<file path="config.mk">
export PLATFORM = sky130hd
export DESIGN_NAME = kmc_intr_ctl_flat
export DESIGN_NICKNAME = d
export VERILOG_FILES = /design/src/rtl/kmcintr_pkg.sv /design/src/rtl/kmc_intr_ctl_if.sv /design/src/rtl/kmc_intr_tmo.sv /design/src/rtl/kmc_intr_ctl.sv /design/src/flat_wrapper.sv
export SDC_FILE = /design/constraint.sdc
export NUM_CORES = 1
export LEC_CHECK = 0
export BUFFER_PORTS_ARGS = -buffer_cell sky130_fd_sc_hd__buf_4
export CAP_MARGIN = 25
export CORE_AREA = 2 2 39 41
export CTS_CLUSTER_DIAMETER = 60
export CTS_CLUSTER_SIZE = 10
export DETAILED_ROUTE_END_ITERATION = 12
export DIE_AREA = 0 0 41 43
export GPL_TIMING_DRIVEN = 0
export PLACE_DENSITY = 0.64
export SLEW_MARGIN = 0
export SYNTH_ARGS = -nofsm -noshare
export SYNTH_HDL_FRONTEND = slang
export SYNTH_SLANG_ARGS = --single-unit
</file>
<file path="constraint.sdc">
create_clock -name clk -period 1.3 [get_ports clk]
set_input_delay 0.195 -clock clk [delete_from_list [all_inputs] [get_ports clk]]
set_output_delay 0.195 -clock clk [all_outputs]
set_load 0.01 [all_outputs]
</file>
<file path="src/rtl/kmcintr_pkg.sv">
// rtl/kmcintr_pkg.sv - shared types and constants for the KMC11 interrupt requester
package kmcintr_pkg;

  typedef enum logic [1:0] {IDLE, REQ, GAP} state_t;

  localparam logic [2:0] VECT0 = 3'd0;
  localparam logic [2:0] VECT4 = 3'd4;
  localparam int BR_W = 4;

  // devINTR covers BR7..BR4; bit 0 corresponds to BR4
  function automatic logic [BR_W-1:0] brMask(input int level);
    brMask = {{(BR_W-1){1'b0}}, 1'b1} << (level - 4);
  endfunction

endpackage

</file>
<file path="src/rtl/kmc_intr_ctl_if.sv">
// rtl/kmc_intr_ctl_if.sv - MISC-register trigger and UBA interrupt handshake bundle
interface kmc_intr_ctl_if;
  import kmcintr_pkg::*;

  logic            kmcINIT;
  logic            kmcSETIRQ;
  logic            kmcVECTXXX4;
  logic            devINTA;
  logic [BR_W-1:0] devINTR;
  logic [15:0]     devVECT;
  logic            devVACK;
  logic            kmcIRQO;
  logic            kmcINTTMO;

  modport master (
    output kmcINIT, kmcSETIRQ, kmcVECTXXX4, devINTA,
    input  devINTR, devVECT, devVACK, kmcIRQO, kmcINTTMO
  );

  modport slave (
    input  kmcINIT, kmcSETIRQ, kmcVECTXXX4, devINTA,
    output devINTR, devVECT, devVACK, kmcIRQO, kmcINTTMO
  );
endinterface

</file>
<file path="src/rtl/kmc_intr_tmo.sv">
// rtl/kmc_intr_tmo.sv - acknowledge timeout counter, used only with KMCINTR_TIMEOUT_EN
module kmc_intr_tmo #(
  parameter int CYC = 4096
) (
  input  logic clk,
  input  logic rst,
  input  logic load,
  input  logic dec,
  output logic expire
);
  localparam int W = (CYC > 1) ? $clog2(CYC) : 1;
  // Loading CYC-1 makes the request stay up for exactly CYC cycles
  localparam logic [W-1:0] LOAD_VAL = W'(CYC - 1);

  logic [W-1:0] cnt;

  always_ff @(posedge clk) begin
    if (rst) begin
      cnt <= '0;
    end else if (load) begin
      cnt <= LOAD_VAL;
    end else if (dec && (cnt != '0)) begin
      cnt <= cnt - 1'b1;
    end
  end

  assign expire = (cnt == '0);

endmodule

</file>
<file path="src/rtl/kmc_intr_ctl.sv">
// rtl/kmc_intr_ctl.sv - KMC11 Unibus interrupt requester; ack timeout under KMCINTR_TIMEOUT_EN
import kmcintr_pkg::*;

module kmc_intr_ctl #(
  parameter logic [15:0] VECT_BASE = 16'o000540,
  parameter int          BR_LEVEL  = 5,
  parameter int          TMO_CYC   = 4096
) (
  input logic           clk,
  input logic           rst,
  kmc_intr_ctl_if.slave bus
);

  if (VECT_BASE[2:0] != 3'b000) begin : gBadBase
    $error("VECT_BASE must be a multiple of 8");
  end
  if ((BR_LEVEL < 4) || (BR_LEVEL > 7)) begin : gBadLevel
    $error("BR_LEVEL must be 4..7");
  end
  if (TMO_CYC < 1) begin : gBadTmo
    $error("TMO_CYC must be at least 1");
  end

  state_t          state;
  logic            pend0, pend4;
  logic [BR_W-1:0] intrQ;
  logic [15:0]     vectQ;
  logic            vackQ;
  logic            tmoQ;

  logic reset, anyPend, ackHit, enterReq, expire, tmoDrop;
  logic set0, set4, clr0, clr4;

  assign reset    = rst | bus.kmcINIT;
  assign anyPend  = pend0 | pend4;
  assign ackHit   = (state == REQ) && bus.devINTA;
  assign enterReq = (state != REQ) && anyPend;
  assign tmoDrop  = (state == REQ) && expire && !bus.devINTA;

  assign set0 = bus.kmcSETIRQ && !bus.kmcVECTXXX4;
  assign set4 = bus.kmcSETIRQ && bus.kmcVECTXXX4;
  // base+0 wins arbitration, so only one flag is cleared per acknowledge
  assign clr0 = (ackHit && pend0) || tmoDrop;
  assign clr4 = (ackHit && !pend0) || tmoDrop;

`ifdef KMCINTR_TIMEOUT_EN
  kmc_intr_tmo #(.CYC(TMO_CYC)) uTmo (
    .clk    (clk),
    .rst    (reset),
    .load   (enterReq),
    .dec    (state == REQ),
    .expire (expire)
  );

  always_ff @(posedge clk) begin
    if (reset) tmoQ <= 1'b0;
    else if (tmoDrop) tmoQ <= 1'b1;
  end
`else
  assign expire = 1'b0;
  assign tmoQ   = 1'b0;
`endif

  // A new trigger on the same cycle its flag is cleared keeps the flag set
  always_ff @(posedge clk) begin
    if (reset) begin
      pend0 <= 1'b0;
      pend4 <= 1'b0;
    end else begin
      pend0 <= (pend0 && !clr0) || set0;
      pend4 <= (pend4 && !clr4) || set4;
    end
  end

  always_ff @(posedge clk) begin
    if (reset) begin
      state <= IDLE;
      intrQ <= '0;
      vectQ <= '0;
      vackQ <= 1'b0;
    end else begin
      vackQ <= 1'b0;
      vectQ <= '0;
      case (state)
        IDLE: begin
          if (anyPend) begin
            state <= REQ;
            intrQ <= brMask(BR_LEVEL);
          end
        end
        REQ: begin
          if (ackHit) begin
            state <= GAP;
            intrQ <= '0;
            vackQ <= 1'b1;
            vectQ <= VECT_BASE + {13'd0, (pend0 ? VECT0 : VECT4)};
          end else if (tmoDrop) begin
            state <= IDLE;
            intrQ <= '0;
          end
        end
        GAP: begin
          if (anyPend) begin
            state <= REQ;
            intrQ <= brMask(BR_LEVEL);
          end else begin
            state <= IDLE;
          end
        end
        default: begin
          state <= IDLE;
          intrQ <= '0;
        end
      endcase
    end
  end

  assign bus.devINTR   = intrQ;
  assign bus.devVECT   = vectQ;
  assign bus.devVACK   = vackQ;
  assign bus.kmcINTTMO = tmoQ;
  assign bus.kmcIRQO   = anyPend || (state != IDLE);

endmodule

</file>
<file path="src/flat_wrapper.sv">
// flat-port wrapper written by rule: the top's interface ports become plain ports
module kmc_intr_ctl_flat 
#(
  parameter logic [15:0] VECT_BASE = 16'o000540,
  parameter int          BR_LEVEL  = 5,
  parameter int          TMO_CYC   = 4096
)
  (clk, rst, bus_kmcINIT, bus_kmcSETIRQ, bus_kmcVECTXXX4, bus_devINTA, bus_devINTR, bus_devVECT, bus_devVACK, bus_kmcIRQO, bus_kmcINTTMO);
  kmc_intr_ctl_if bus_i ();
  input logic clk;
  input logic rst;
  input wire logic [$bits(bus_i.kmcINIT)-1:0] bus_kmcINIT;
  input wire logic [$bits(bus_i.kmcSETIRQ)-1:0] bus_kmcSETIRQ;
  input wire logic [$bits(bus_i.kmcVECTXXX4)-1:0] bus_kmcVECTXXX4;
  input wire logic [$bits(bus_i.devINTA)-1:0] bus_devINTA;
  output wire logic [$bits(bus_i.devINTR)-1:0] bus_devINTR;
  output wire logic [$bits(bus_i.devVECT)-1:0] bus_devVECT;
  output wire logic [$bits(bus_i.devVACK)-1:0] bus_devVACK;
  output wire logic [$bits(bus_i.kmcIRQO)-1:0] bus_kmcIRQO;
  output wire logic [$bits(bus_i.kmcINTTMO)-1:0] bus_kmcINTTMO;
  assign bus_i.kmcINIT = bus_kmcINIT;
  assign bus_i.kmcSETIRQ = bus_kmcSETIRQ;
  assign bus_i.kmcVECTXXX4 = bus_kmcVECTXXX4;
  assign bus_i.devINTA = bus_devINTA;
  assign bus_devINTR = bus_i.devINTR;
  assign bus_devVECT = bus_i.devVECT;
  assign bus_devVACK = bus_i.devVACK;
  assign bus_kmcIRQO = bus_i.kmcIRQO;
  assign bus_kmcINTTMO = bus_i.kmcINTTMO;
  kmc_intr_ctl #(.VECT_BASE(VECT_BASE), .BR_LEVEL(BR_LEVEL), .TMO_CYC(TMO_CYC)) u_core (.clk(clk), .rst(rst), .bus(bus_i));
endmodule
</file>
# --- Word level (Yosys, flattened, before mapping) ---
# Cells that the tools add are included.
totals:
  reg_bits: 25
  latchBits: 0
  ram_bits: 0
  rom_bits: 0
  input_bits: 6
  output_inout_bits: 23
  wordCells: 46
  n_memories: 0
op_classes:
  n_addsub: 1
  mul: 0
  div: 0
  order_cmp: 0
  n_eq_ne: 5
  shift: 0
  muxes: 9
  n_bitwise: 4
  n_reduce_logical: 21
op_table:
  columns: ["op", "count"]
  rows:
  - ["adder 9 x 3 -> 10 bit, first input constant", 1]
  - ["2-to-1 mux 4 bit", 2]
  - ["case mux 4 bit (2 select lines)", 1]
  - ["logical AND 1 bit", 7]
  - ["inequality test 2 x 1 -> 1 bit, second input constant", 3]
  - ["case mux 2 bit (3 select lines)", 1]
  - ["zero test 1 bit", 4]
  - ["2-to-1 mux 2 bit", 2]
  - ["AND reduction 2 bit", 2]
  - ["OR reduction 2 bit", 2]
  - ["logical OR 1 bit", 3]
  - ["2-to-1 mux 3 bit", 1]
  - ["OR reduction 3 bit", 1]
  - ["equality test 2 x 1 -> 1 bit, second input constant", 1]
  - ["equality test 2 bit, second input constant", 1]
  - ["zero test 2 bit", 1]
  - ["2-to-1 mux 1 bit", 2]
  - ["NOT 1 bit", 2]
  - ["bitwise OR 1 bit", 2]
  - ["nonzero test 2 bit", 1]

# --- Longest topological paths before layout ---
logic_depth:
  ltp_word: 6
  ltp_mapped: 2
  mapped_depth_nobuf: 2

# --- Least setup slack after synthesis ---
# Ideal clock, no wire load.
synth_timing:
  path_kind: "register to output"
  from: "register u_core.state[0]"
  to: "output port bus_kmcIRQO"
  arrival_ns: 0.913
  required_time_ns: 1.105
  setup_slack_ns: 0.192
  path_stages_with_launch: 2
  n_path_buf: 0
  path_cell_list: "dfxtp_1 -> or4_1"
synth_via:
  elab_chain_len: 2
synth_rtl:
  columns: ["item", "line_no", "rtl"]
  rows:
  - ["from (decl)", "kmc_intr_ctl.sv:24", "state_t state;"]
  - ["from (signal assigned)", "kmc_intr_ctl.sv:77", "state <= IDLE;"]
  - ["from (signal assigned)", "kmc_intr_ctl.sv:87", "state <= REQ;"]
  - ["from (signal assigned)", "kmc_intr_ctl.sv:93", "state <= GAP;"]
  - ["nonzero test 2 bit", "kmc_intr_ctl.sv:122", "assign bus.kmcIRQO = anyPend || (state != IDLE);"]
  - ["logical OR 1 bit", "kmc_intr_ctl.sv:122", null]
  - ["to (decl)", "flat_wrapper.sv:19", "output wire logic [$bits(bus_i.kmcIRQO)-1:0] bus_kmcIRQO;"]
# No other way between the ends.

# --- Final worst setup path ---
# Same ends and word-level chain as after synthesis.

==> run_results.csv <==
group,metric,value,unit
timing,setup_ws,-0.120,ns
synthesis,syn_avg_cell_area,9.65,sq um
worst_hold_path,hp-class,"primary input to flop",
power_and_ir_drop,vdd_drop_max,345,uV
clock_network,cts_tree,"yes",
worst_setup_path,critPathCaptureType,"output pin",
synthesis,async_flop_share,0,%
clock_network,cts_buffers,3,
floorplanning,rows,14,
synthesis,synth_area_leader_cell,"dfxtp_1",
synthesis,yosys.area.top_type_share,36.9,%
global_route,grt_start_max_net_pins,8,
detailed_routing,vias,361,
clock_network,clk_pin_slew,0.05,ns
global_route,antenna_found_initial,0,
cells_and_area,final-seq-area,165,sq um
floorplanning,io_pins,29,
clock_network,h-tree-depth,1,
timing,post-route-period-util,109,%
worst_setup_path,reg2reg_depth,3,
cells_and_area,final_area,651,sq um
global_route,grt_pass1_vias,264,
detailed_routing,via_per_inst,3.88,
synthesis,synth.distinct_cells,17,
detailed_routing,remaining_drc_errors,0,
worst_setup_path,start_kind,"flop",
timing,skew,0.00410,ns
detailed_routing,dr.first_iter.drc_count,0,
synthesis,netlist_instances,45,
cells_and_area,antenna_cells,0,
worst_setup_path,crit_arrival,1.23,ns
floorplanning,dieArea,1760,sq um
global_route,grt_usage,10.1,%
run,drv_cap,0,
floorplanning,initial_core_util,31.4,%
synthesis,ys_top_cells_by_count,"18 x buf_4, 8 x dfxtp_1, 4 x nor3_1",
global_route,grt_first_pass_wirelength,1100,um
synthesis,ys_seq_area_share,36.9,%
timing,timing.final.max_slew_violations,0,
outcome,violations,"setup timing",
clock_network,cts_buffer_depth,2,
place,numPortBuffers,12,
synthesis,ys.flop_type,"dfxtp_1",
cells_and_area,fin_util,47.0,%
timing,finalHoldViolations,0,
place,placed_cell_area,601,sq um
worst_setup_path,cp_max_fo,2,
cells_and_area,drive_gt1_share,53.2,%
cells_and_area,fillers,149,
synthesis,synth-edff-count,0,
detailed_routing,wire_per_inst,7.74,um
global_route,grt-ovfl-total,0,
worst_setup_path,crit_required,1.11,ns
synthesis,ys_top_cells_by_area,"dfxtp_1 37%, buf_4 31%, nand3b_4 4.6%, nor3_1 4.6%, o311a_2 2.6%",
power_and_ir_drop,power.total,553,uW
worst_setup_path,path_class,"flop to output pin",
clock_network,cts.sinks,8,
synthesis,ys_ff_latch,8,
floorplanning,die_height,43,um
power_and_ir_drop,p_leak,0.367,nW
floorplanning,core,1380,sq um
synthesis,synth_most_common_cell,"buf_4",
clock_network,root_buffer,"clkbuf_4",
place,place_ws,0.0698,ns
cells_and_area,area_growth_syn_to_layout,49.9,%
clock_network,hold_buffers,0,
cells_and_area,multi_input_area,199,sq um
clock_network,clk_latency,0.25,ns
timing,rsz0062_at_grt,"true",
place,place_congestion,0.734,
detailed_routing,drtPass1Iterations,1,
detailed_routing,ant_nets,0,
timing,finalSetupViolations,1,
synthesis,ys_warn_count,0,
timing,fin_crit,1.42,ns
worst_hold_path,whs_path_depth,2,
power_and_ir_drop,power_density,850,nW/um^2
cells_and_area,fin_nets,85,
detailed_routing,wl,720,um
synthesis,syn_area,434,sq um
timing,timing.fmax,704,MHz
timing,hold_ws,0.158,ns
outcome,status,"finished, violations left",
floorplanning,die_w,41,um
[metal layers]
| layer | wire length, um | GRT usage (%) | vias to the layer above |
|---|---|---|---|
| li1 | - | - | 193 |
| met2 | 341 | 11.3 | 17 |
| met5 | 0 | 0 | - |
| met3 | 96 | 8.38 | 0 |
| met4 | 0 | 8.00 | 0 |
| met1 | 282 | 11.7 | 151 |
[flip-flops by register name (all words and copies together) (netlist names)]
signal / cells
u_core.bus.devVACK: 1
u_core.pend4: 1
u_core.state: 2
u_core.pend0: 1
u_core.bus.devINTR: 1
u_core.bus.devVECT: 2
[stage by stage]
stage                     std cells  TNS [ns]
after detailed placement         88         0
after global routing             93    -0.170
after CTS                        93    -0.130
final                            93    -0.120
after global placement           88         0
after floorplan                  60         0
[repair_timing]
action / in CTS / in global routing
setup endpoints to repair: 1 / 1
pin swaps: 1 / 0
buffers inserted: 2 / 0
gates resized for setup: 5 / 0
[placed cells by master, fill, tap and decap left out]
cell type	Yosys	final
buf_4	18	31
dfxtp_1	8	6
o311a_1	1	1
or3_1	1	1
nand3b_4	1	1
clkbuf_4	0	3
nor4_1	1	1
nor3_1	4	4
o21ai_0	1	1
and2_1	1	1
conb_1	1	16
a21o_1	1	1
buf_6	0	1
dfxtp_2	0	1
a31o_2	1	1
or4_4	0	1
o311a_2	1	1
dfxtp_4	0	1
nor4b_1	1	1
nor2_1	2	2
a32o_1	1	1
[path summary, 6_finish.rpt]
path                                                         start                                  to  slack (ns)
worst max-delay path                  u_core.state[0]$_SDFFE_PP0P_                         bus_kmcIRQO       -0.12
worst min register to register  u_core.bus.devINTR[1]$_SDFFE_PP0P_  u_core.bus.devINTR[1]$_SDFFE_PP0P_        0.52
worst min-delay path                                           rst        u_core.state[1]$_SDFFE_PP0P_        0.16
worst max register to register        u_core.state[1]$_SDFFE_PP0P_             u_core.pend4$_SDFF_PP0_        0.24
[layout make-up]
| type | instances | area share [%] |
|---|---|---|
| plain buffers | 18 | 20.8 |
| clock buffers | 3 | 3.46 |
| multi-input cells | 34 | 30.6 |
| flip-flops and latches | 8 | 25.4 |
| well taps | 16 | 3.08 |
| repair buffers | 14 | 16.7 |
[report_power, final]
part	internal, mW	leakage, nW	switching [mW]
clock	0.105	0.0138	0.0787
sequential	0.250	0.0661	0.00473
combinational	0.0646	0.287	0.0502
[kinds of logic (layout without fill, tap and decap cells)]
| family | Yosys count | in the layout | synth area share [%] |
|---|---|---|---|
| flops | 8 | 8 | 36.9 |
| simple gates | 12 | 12 | 19.0 |
| other cells | 1 | 16 | 0.864 |
| compound gates | 6 | 6 | 12.1 |
| buf+inv | 18 | 35 | 31.1 |
[critical path: stages, from the launching register on]
cell	delay [ns]
dfxtp_4	0.34
or4_4	0.50
buf_6	0.13
No activity file was read; power rests on OpenSTA's default activity.
